`src/rtl/base_shiftr_sched_pkg.sv`:
```
// ---------------------------------------------------------------------------
// base_shiftr_sched_pkg
// Shared definitions for the down-converting lane scheduler.
//   schedState_e : scheduler state encoding (EMPTY = 0, DRAIN = 1)
//   minU         : unsigned minimum used for lane-count clamping
// ---------------------------------------------------------------------------
package base_shiftr_sched_pkg;

  // EMPTY waits for a wide beat; DRAIN emits it in narrow pieces.
  typedef enum logic {
    EMPTY = 1'b0,
    DRAIN = 1'b1
  } schedState_e;

  // Count arithmetic is done in 32-bit unsigned and truncated by the caller.
  function automatic int unsigned minU(input int unsigned a, input int unsigned b);
    return (a < b) ? a : b;
  endfunction

endpackage

```
`src/rtl/base_shiftr_enc.sv`:
```
// ---------------------------------------------------------------------------
// base_shiftr_enc
// Lane shifter: presents oways lanes of i_d starting at lane sel, with zero
// lanes shifted in from the top once the input runs out.
// Ports:
//   sel  in   lane offset ($clog2(ways) bits)
//   i_d  in   ways*width input lanes, lane k at [(k+1)*width-1:k*width]
//   o_d  out  oways*width output lanes, lane 0 = input lane sel
// ---------------------------------------------------------------------------
module base_shiftr_enc #(
  parameter int width = 8,
  parameter int ways  = 4,
  parameter int oways = 2,
  localparam int SelW = (ways > 1) ? $clog2(ways) : 1
) (
  input  logic [SelW-1:0]        sel,
  input  logic [ways*width-1:0]  i_d,
  output logic [oways*width-1:0] o_d
);

  logic [ways*width-1:0] shifted;
  int unsigned           shiftAmt;

  // A logical right shift by whole lanes pads the vacated upper lanes with
  // zeros, so lanes beyond the end of the held beat come out as zero.
  always_comb begin
    shiftAmt = int'(sel) * width;
    shifted  = i_d >> shiftAmt;
    o_d      = shifted[oways*width-1:0];
  end

endmodule

```
`src/rtl/base_shiftr_sched.sv`:
```
// ---------------------------------------------------------------------------
// base_shiftr_sched
// Down-converting lane scheduler: takes one wide beat of up to ways lanes and
// emits it as successive oways-lane beats, with valid/ready on both sides.
// Ports:
//   clk     in   clock, rising edge
//   reset   in   asynchronous active-high reset
//   i_v     in   input beat valid
//   i_r     out  input ready
//   i_d     in   ways*width input lanes
//   i_cnt   in   valid input lanes from lane 0 (values above ways clamp)
//   o_v     out  output beat valid
//   o_r     in   output ready
//   o_d     out  oways*width output lanes, lane 0 = lowest remaining lane
//   o_cnt   out  valid lanes in o_d (1..oways)
//   o_last  out  this output beat completes the held input beat
// ---------------------------------------------------------------------------
module base_shiftr_sched
  import base_shiftr_sched_pkg::*;
#(
  parameter int width      = 8,
  parameter int ways       = 4,
  parameter int oways      = 2,
  parameter int cnt_width  = $clog2(ways + 1),
  parameter int ocnt_width = $clog2(oways + 1)
) (
  input  logic                   clk,
  input  logic                   reset,
  input  logic                   i_v,
  output logic                   i_r,
  input  logic [ways*width-1:0]  i_d,
  input  logic [cnt_width-1:0]   i_cnt,
  output logic                   o_v,
  input  logic                   o_r,
  output logic [oways*width-1:0] o_d,
  output logic [ocnt_width-1:0]  o_cnt,
  output logic                   o_last
);

  localparam int OffW = (ways > 1) ? $clog2(ways) : 1;

  schedState_e            state_q, state_d;
  logic [ways*width-1:0]  holdData_q, holdData_d;
  logic [cnt_width-1:0]   rem_q, rem_d;
  logic [OffW-1:0]        off_q, off_d;

  logic [ways*width-1:0]  loadData;
  logic [cnt_width-1:0]   loadCnt;
  logic [oways*width-1:0] encData;
  logic [ocnt_width-1:0]  outCnt;
  logic                   outLast;
  logic                   draining;
  logic                   inReady;
  logic                   inAccept;

  // The shifter is the whole output datapath; lanes past the valid count
  // are already zero in holdData_q, so no masking is needed on the way out.
  base_shiftr_enc #(
    .width (width),
    .ways  (ways),
    .oways (oways)
  ) u_enc (
    .sel (off_q),
    .i_d (holdData_q),
    .o_d (encData)
  );

  // Prepare an incoming beat for loading: clamp the lane count to ways and
  // zero every lane at or above it, so a partial final output carries zeros
  // in its unused lanes.
  always_comb begin
    loadCnt  = cnt_width'(minU(32'(i_cnt), 32'(ways)));
    loadData = '0;
    for (int k = 0; k < ways; k++) begin
      if (k < int'(loadCnt)) begin
        loadData[k*width +: width] = i_d[k*width +: width];
      end
    end
  end

  // Output-side view of the held beat. Ready is held low while reset is
  // asserted and otherwise allows a new beat to slip in on the same cycle
  // the last piece of the current beat leaves, which removes the bubble.
  always_comb begin
    draining = (state_q == DRAIN);
    outCnt   = ocnt_width'(minU(32'(rem_q), 32'(oways)));
    outLast  = (int'(rem_q) <= oways);
    inReady  = ~reset & ((state_q == EMPTY) | (draining & o_r & outLast));
    inAccept = i_v & inReady;

    o_v    = draining;
    i_r    = inReady;
    o_d    = draining ? encData : '0;
    o_cnt  = draining ? outCnt : '0;
    o_last = draining & outLast;
  end

  // Next-state logic. A zero-count beat is consumed without producing any
  // output. In DRAIN, a non-final accepted output steps the lane offset;
  // the final one either reloads from a waiting beat or returns to EMPTY.
  always_comb begin
    state_d    = state_q;
    holdData_d = holdData_q;
    rem_d      = rem_q;
    off_d      = off_q;
    unique case (state_q)
      EMPTY: begin
        if (inAccept && (i_cnt != '0)) begin
          holdData_d = loadData;
          rem_d      = loadCnt;
          off_d      = '0;
          state_d    = DRAIN;
        end
      end
      DRAIN: begin
        if (o_r) begin
          if (!outLast) begin
            off_d = off_q + OffW'(oways);
            rem_d = rem_q - cnt_width'(oways);
          end else if (inAccept && (i_cnt != '0)) begin
            holdData_d = loadData;
            rem_d      = loadCnt;
            off_d      = '0;
          end else begin
            rem_d   = '0;
            off_d   = '0;
            state_d = EMPTY;
          end
        end
      end
      default: state_d = EMPTY;
    endcase
  end

  // State register; reset discards any held beat immediately.
  always_ff @(posedge clk or posedge reset) begin
    if (reset) begin
      state_q    <= EMPTY;
      holdData_q <= '0;
      rem_q      <= '0;
      off_q      <= '0;
    end else begin
      state_q    <= state_d;
      holdData_q <= holdData_d;
      rem_q      <= rem_d;
      off_q      <= off_d;
    end
  end

endmodule

```
`config.mk`:
```
export PLATFORM = sky130hd
export DESIGN_NAME = base_shiftr_sched
export DESIGN_NICKNAME = d
export VERILOG_FILES = /design/src/rtl/base_shiftr_sched_pkg.sv /design/src/rtl/base_shiftr_enc.sv /design/src/rtl/base_shiftr_sched.sv
export SDC_FILE = /design/constraint.sdc
export NUM_CORES = 1
export LEC_CHECK = 0
export ABC_AREA = 1
export CORE_MARGIN = 2
export CORE_UTILIZATION = 33
export CTS_BUF_LIST = sky130_fd_sc_hd__clkbuf_8
export DETAILED_ROUTE_END_ITERATION = 7
export HOLD_SLACK_MARGIN = 0.15
export PLACE_DENSITY = 0.64
export SLEW_MARGIN = 20
export SYNTH_ARGS = -nofsm -noshare
export SYNTH_HDL_FRONTEND = slang
export SYNTH_SLANG_ARGS = --single-unit
```
`constraint.sdc`:
```
create_clock -name clk -period 2.1 [get_ports clk]
set_input_delay 0.315 -clock clk [delete_from_list [all_inputs] [get_ports clk]]
set_output_delay 0.315 -clock clk [all_outputs]
set_load 0.01 [all_outputs]
```
==> results.md, run 1 <==
- Outcome: finished, final reports clean
- PnR worst setup slack: just under 0.09 ns
- DP Wirelength: 3590 µm
- Critical path data arrival time: roughly 1.7 ns
- First-pass GRT wire length: ~7900 µm
- Port Buffers: about 60
- WL final: 4840 µm
- Worst-path clk slew: about 0.07 ns
- CP max stage delay: about 0.56 ns
- Largest family of logic cells by synthesized area: simple AND/OR/NAND/NOR gates
- Antenna violations before repair: 0
- Die width: 79.2 µm
- Vias in the first global route: between 1,500 and 2,000
- Max Cap Violations: 0
- Clock Skews: around 0.0046 ns
- Die Ht: between 70 and 80 µm
- Critical Path, Cell by Cell: buf_8 -> o21ai_0 -> a21oi_1 -> clkdlybuf4s50_1
- # fillers: around 560
- CP Launch Type: flop
- Fin cells: 372
- Worst hold path class: in2async
- Post-synthesis cell type count: 23
- Clock Path Buffers: 2
- Share of layout cells above drive strength 1: 0.113
- Yosys warns: 0
- Critical path class: reg2out
- Avg Inst Size Synth: ~8 µm²
- CTS sink cnt: 37
- Diode count: 0
- H-tree depth: 2
- Area of the mapped netlist: around 0.0019 mm²
- Inst Count DP: 363
- Routability congestion estimate: between 0.7 and 0.8
- Core ar.: 0.00547 mm²
- Floorplan row count: 27
- Hold buffer count at cts: 0
- Commonest non-fill, non-tap cell in the layout: nand2_1
- Simple-Gate Fraction of Synth Area: 0.230
- Commonest cells after routing, fill and taps aside: 60 x nand2_1, 52 x clkdlybuf4s50_1, 37 x dfrtp_1, 36 x o21ai_0, 26 x inv_1
- Total Routing Usage GR: 0.164
- Synth Area in XOR/XNOR: 0
- Crit Path Max Fanout: 20
- Later-pin clock latency in the skew report: about 0.29 ns
- Number of synthesized register bits: 37
- DR vias: 1,736
- Cell family with most CP delay: buffers and inverters
- Post-layout min period: approximately 2.0 ns
- DRC Markers: 0
- Power Dens Cells: between 1000 and 1500 mW/mm²
- Post-Syn Instances: 234
- Final worst path period share: 0.958
- Slew HR: 0.719
- CTS tree: built
- Post-DRT Antenna Nets: 0
- Synth Area in Compound Gates: 0.169
- I/O pin count: 60
- CP Data Required Time: ~1.8 ns
- Die area: between 0.006 and 0.007 mm²
- Total CTS buffers: 5
- Final hold violations: 0
- Avg Vias per Cell: 4.67
- Net count after synthesis: approximately 270
- Critical Path Slowest Stage Cell: clkdlybuf4s50_1
- Mux contribution to synthesized area: 0
- Gr ovfl total: 0
- Max Freq: 497 MHz
- DR WL/cell: between 10 and 15 µm
- Tightest Pin Transition: between 0.4 and 0.5 ns
- Fin. max-slew vios: 0
- Peak VDD IR: about 0.66 mV
- Crit path buf inv count: 2
- Starting Density: 0.341
- Pin count of the biggest net entering global routing: 30
- Layout Nets: ~340
- Critical path endpoint category: output pin
- Root Driver: clkbuf_8
- Setup Viol. Count Final: 0
- Area growth syn-to-layout: 45.1%
- Final core utilization: 0.494
- Drt first pass iters: 4
- Synth Area in Adders: 0.00671
- Leak: 1.31 nW
- Seq/Total Area, Yosys: 0.497
- Pre-CTS setup slack: -0.00891 ns
- Initial DRC Count: roughly 110
per-stage QoR:
stage	TNS [ns]	area (µm²)	total power [W]	hold WS, ns
3_5_place_dp	-0.00891	2550	0.00296	0.460
6_report	0	2710	0.00361	0.453
3_3_place_gp	0	2550	0.00293	0.455
4_1_cts	0	2690	0.00363	0.473
2_1_floorplan	0	1860	0.00218	0.425
5_1_grt	-0.00287	2710	0.00389	0.486
cell usage after synthesis (all sizes together):
library cell	number	share of area
dfrtp	37	0.50
nor2	9	0.029
ha	1	0.0067
clkbuf	4	0.0081
nand4	2	0.010
o22ai	1	0.0034
nand2	63	0.13
o21ai	42	0.11
a21oi	16	0.049
buf	8	0.031
nand3	21	0.062
inv	29	0.058
o21bai	1	0.0040
worst reg2reg max path, cell delays in order (launching register included):
cell	delay (ns)
dfrtp_1	0.41
inv_1	0.08
ha_2	0.20
nor2_4	0.06
a21oi_4	0.17
nand4_2	0.13
inv_2	0.35
nand3_1	0.12
o21ai_1	0.09
metal layers:
metal | global-route usage | share of wire | vias up
li1 | - | - | 888
met1 | 0.231 | 0.48 | 797
met2 | 0.247 | 0.45 | 45
met3 | 0.0398 | 0.053 | 6
met4 | 0.0569 | 0.013 | 0
met5 | 0 | 0 | -
final cells by class:
| class | count | area, µm² | area share |
|---|---|---|---|
| Inverter | 29 | 109 | 0.0402 |
| Timing Repair Buffer | 70 | 691 | 0.255 |
| Sequential cell | 37 | 926 | 0.342 |
| Tap cell | 72 | 90.1 | 0.0333 |
| Clock inverter | 2 | 37.5 | 0.0139 |
| Multi-Input combinational cell | 156 | 769 | 0.284 |
| Clock buffer | 6 | 82.6 | 0.0305 |
worst paths after layout:
kind	start	endpoint	slack, ns	cells past startpoint
worst min-delay path	reset	holdData_q[16]$_DFFE_PP0P_	0.45	3
worst min register to register	holdData_q[31]$_DFFE_PP0P_	holdData_q[31]$_DFFE_PP0P_	0.48	2
min in group clk	holdData_q[31]$_DFFE_PP0P_	holdData_q[31]$_DFFE_PP0P_	0.48	2
worst max-delay path	off_q[1]$_DFFE_PP0P_	o_d[7]	0.09	4
worst max register to register	rem_q[1]$_DFFE_PP0P_	holdData_q[20]$_DFFE_PP0P_	0.40	8
max in group asynchronous	reset	holdData_q[4]$_DFFE_PP0P_	1.44	3
flip-flops by register name, indices dropped and copies added (netlist names):
signal	cells
off_q	1
rem_q	3
o_v	1
holdData_q	32
what timing repair did:
action | in CTS | in global routing
hold endpoints to repair | 0 | 0
endpoints found under the setup margin | 2 | 10
resized for setup | 5 | 8
pin swaps | 1 | 0
buffers inserted | 1 | 0
kinds of logic after synthesis:
logic type | after synthesis
AOI/OAI and AO/OA | 60
adders and majority gates | 1
DFF | 37
and+or+nand+nor | 95
buffers and inverters | 41
power breakdown:
group | internal [W] | switching [W] | total, W | leakage [nW]
clock network | 0.000386 | 0.000256 | 0.000642 | 0.0574
registers | 0.00105 | 0.000151 | 0.00120 | 0.471
logic | 0.000820 | 0.000947 | 0.00177 | 0.777
total | 0.00225 | 0.00135 | 0.00361 | 1.31
Power figures use the tool's default switching activity.
==> run 2, diff against run 1 <==
Settings changed: ABC_CLOCK_PERIOD_IN_PS set to 1800, PLACE_DENSITY 0.64 to 0.67.
Clock period 2.1 ns to 1.8 ns, I/O delays scaled along.
==> run 2 against run 1 <==
Die area unchanged. Flip-flop and latch count unchanged. Worst hold slack better by 0.027 ns. Largest cell class unchanged. Final cell count up 3.5%. Count of clock-buffer cells in the layout down 1. Clock power up 12%. Critical path type unchanged. Utilization up 2.1 points.
==> results.md, run 2 (synthesized netlist as in run 1, its figures left out) <==
- Commonest non-fill, non-tap cell in the layout: nand2_1
- Worst hold path class: reg2reg
- Floorplan row count: 27
- Final hold violations: 0
- DR vias: around 1,800
- Die width: 79.2 µm
- WL final: just under 5000 µm
- R2R Setup Slk: about 0.10 ns
- Commonest cells after routing, fill and taps aside: 61 x nand2_1, 39 x clkdlybuf4s50_1, 37 x dfrtp_1, 30 x o21ai_0, 24 x inv_1
- RSZ-0062 raised after global routing: no
- Worst hold path depth: 2
- Peak VDD IR: 0.639 mV
- Slew HR: 0.685
- Clock Skews: between 0.008 and 0.009 ns
- H-tree depth: 2
- CTS sink cnt: 37
- Leak: between 1 and 1.5 nW
- Hold buffer count at cts: 0
- Total CTS buffers: 5
- Final worst path period share: 0.956
- Diode count: 0
- Critical Path Slowest Stage Cell: dfrtp_1
- Max Freq: 581 MHz
- Hold WS: just under 0.5 ns
- Area growth syn-to-layout: 51.2%
- Antenna violations before repair: 0
- Die area: between 0.006 and 0.007 mm²
- Drt first pass iters: 4
- Clock Path Buffers: 2
- FF-to-FF path depth: 10
- Power Dens Cells: about 1500 mW/mm²
- Fin cells: slightly below 400
- CP max stage delay: 0.41 ns
- Largest register FFs: 32
- Post-DRT Antenna Nets: 0
- First-pass GRT wire length: slightly below 8000 µm
- Fin. max-slew vios: 0
- CTS tree: built
- Gr ovfl total: 0
- Cell Area, Placed: 0.00264 mm²
- DP Wirelength: around 3500 µm
- Inst Count DP: 372
- Critical path endpoint category: output pin
- Tightest Pin Transition: 0.473 ns
- Worst-path clk slew: 0.08 ns
- Critical path class: reg2out
- Setup Viol. Count Final: 0
- CP Launch Type: flop
- Port Buffers: 59
- Core ar.: 0.00547 mm²
- Max Cap Violations: 0
- Routability congestion estimate: approximately 0.87
- Biggest register: holdData_q
- Starting Density: 0.341
- Post-layout min period: 1.72 ns
- Critical hold path startpoint: holdData_q[11]$_DFFE_PP0P_
- Top Registers: holdData_q: 32 flops, rem_q: 3 flops
- Worst R2R Start: o_v$_DFF_PP0_
- Later-pin clock latency in the skew report: 0.30 ns
- Setup tns final: 0 ns
- Total Routing Usage GR: 0.163
- Root Driver: clkbuf_8
- Layout Nets: approximately 350
- Initial DRC Count: 110
- Critical path data arrival time: around 1.5 ns
- Reg2reg end: holdData_q[17]$_DFFE_PP0P_
- I/O pin count: 60
- DRC Markers: 0
- CP Data Required Time: 1.53 ns
- # fillers: between 500 and 600
- Outcome: finished, final reports clean
- Post-route cell area: 0.00282 mm²
- Vias in the first global route: between 1,500 and 2,000
- Endpoint, Worst Hold: holdData_q[11]$_DFFE_PP0P_
- Pin count of the biggest net entering global routing: 38
- DR WL/cell: between 10 and 15 µm
- Die Ht: between 70 and 80 µm
- Share of layout cells above drive strength 1: 0.169
- Critical Path, Cell by Cell: buf_4 -> buf_6 -> o21ai_1 -> a21oi_1 -> dlygate4sd2_1
- Avg Vias per Cell: around 4.7
- Crit Path Max Fanout: 12
[run 2: repair_timing]
item | in CTS | in global routing
pin swaps | 0 | 1
gates cloned | 0 | 1
gates resized for setup | 29 | 20
setup buffers | 3 | 1
endpoints found under the setup margin | 20 | 17
[run 2: area by class of cell]
cell class                      count  area [µm²]  share of cell area
Clock buffer                        5        68.8              0.0244
Clock inverter                      3        46.3              0.0164
Inverter                           29         120              0.0426
Multi-Input combinational cell    156         781               0.277
Sequential cell                    37         926               0.328
Tap cell                           72        90.1              0.0320
Timing Repair Buffer               83         787               0.279
[run 2: per-stage QoR]
| stage | util | power, W | worst slack (ns) |
|---|---|---|---|
| CTS | 0.507 | 0.00422 | 0.00398 |
| finish | 0.515 | 0.00429 | 0.0793 |
| global placement | 0.483 | 0.00353 | -0.00341 |
| global route | 0.515 | 0.00464 | 0.00166 |
| floorplan | - | 0.00255 | 0.145 |
| detailed placement | 0.483 | 0.00356 | -0.00195 |
[run 2: how the worst max path moves through the flow]
stage / startpoint / to / slack, ns / cells past startpoint
finish: off_q[1]$_DFFE_PP0P_ / o_d[2] / 0.08 / 5
global route: off_q[1]$_DFFE_PP0P_ / o_d[4] / 0.002 / 5
CTS: o_v$_DFF_PP0_ / i_r / 0.004 / 8
detailed placement: o_r / i_r / -0.002 / 6
global placement: o_r / i_r / -0.003 / 6
floorplan: reset / holdData_q[2]$_DFFE_PP0P_ / 0.15 / 7
[run 2: power breakdown]
part | internal [W] | total [W] | switching [W]
combinational | 0.00101 | 0.00217 | 0.00116
clock | 0.000414 | 0.000722 | 0.000308
sequential | 0.00122 | 0.00139 | 0.000170
total | 0.00264 | 0.00429 | 0.00164
[run 2: metal layers]
layer,track usage,vias up,routed length [µm]
met2,0.253,33,2280
met4,0.0741,0,82
met1,0.217,838,2300
met5,0,-,0
met3,0.0364,7,184
li1,-,913,-
[run 2: worst max-delay path, delay by kind of cell (launching register included)]
family | cells | cell delay (ns)
buffers and inverters | 3 | 0.55
AO/OA/AOI/OAI | 2 | 0.19
flip-flops | 1 | 0.41
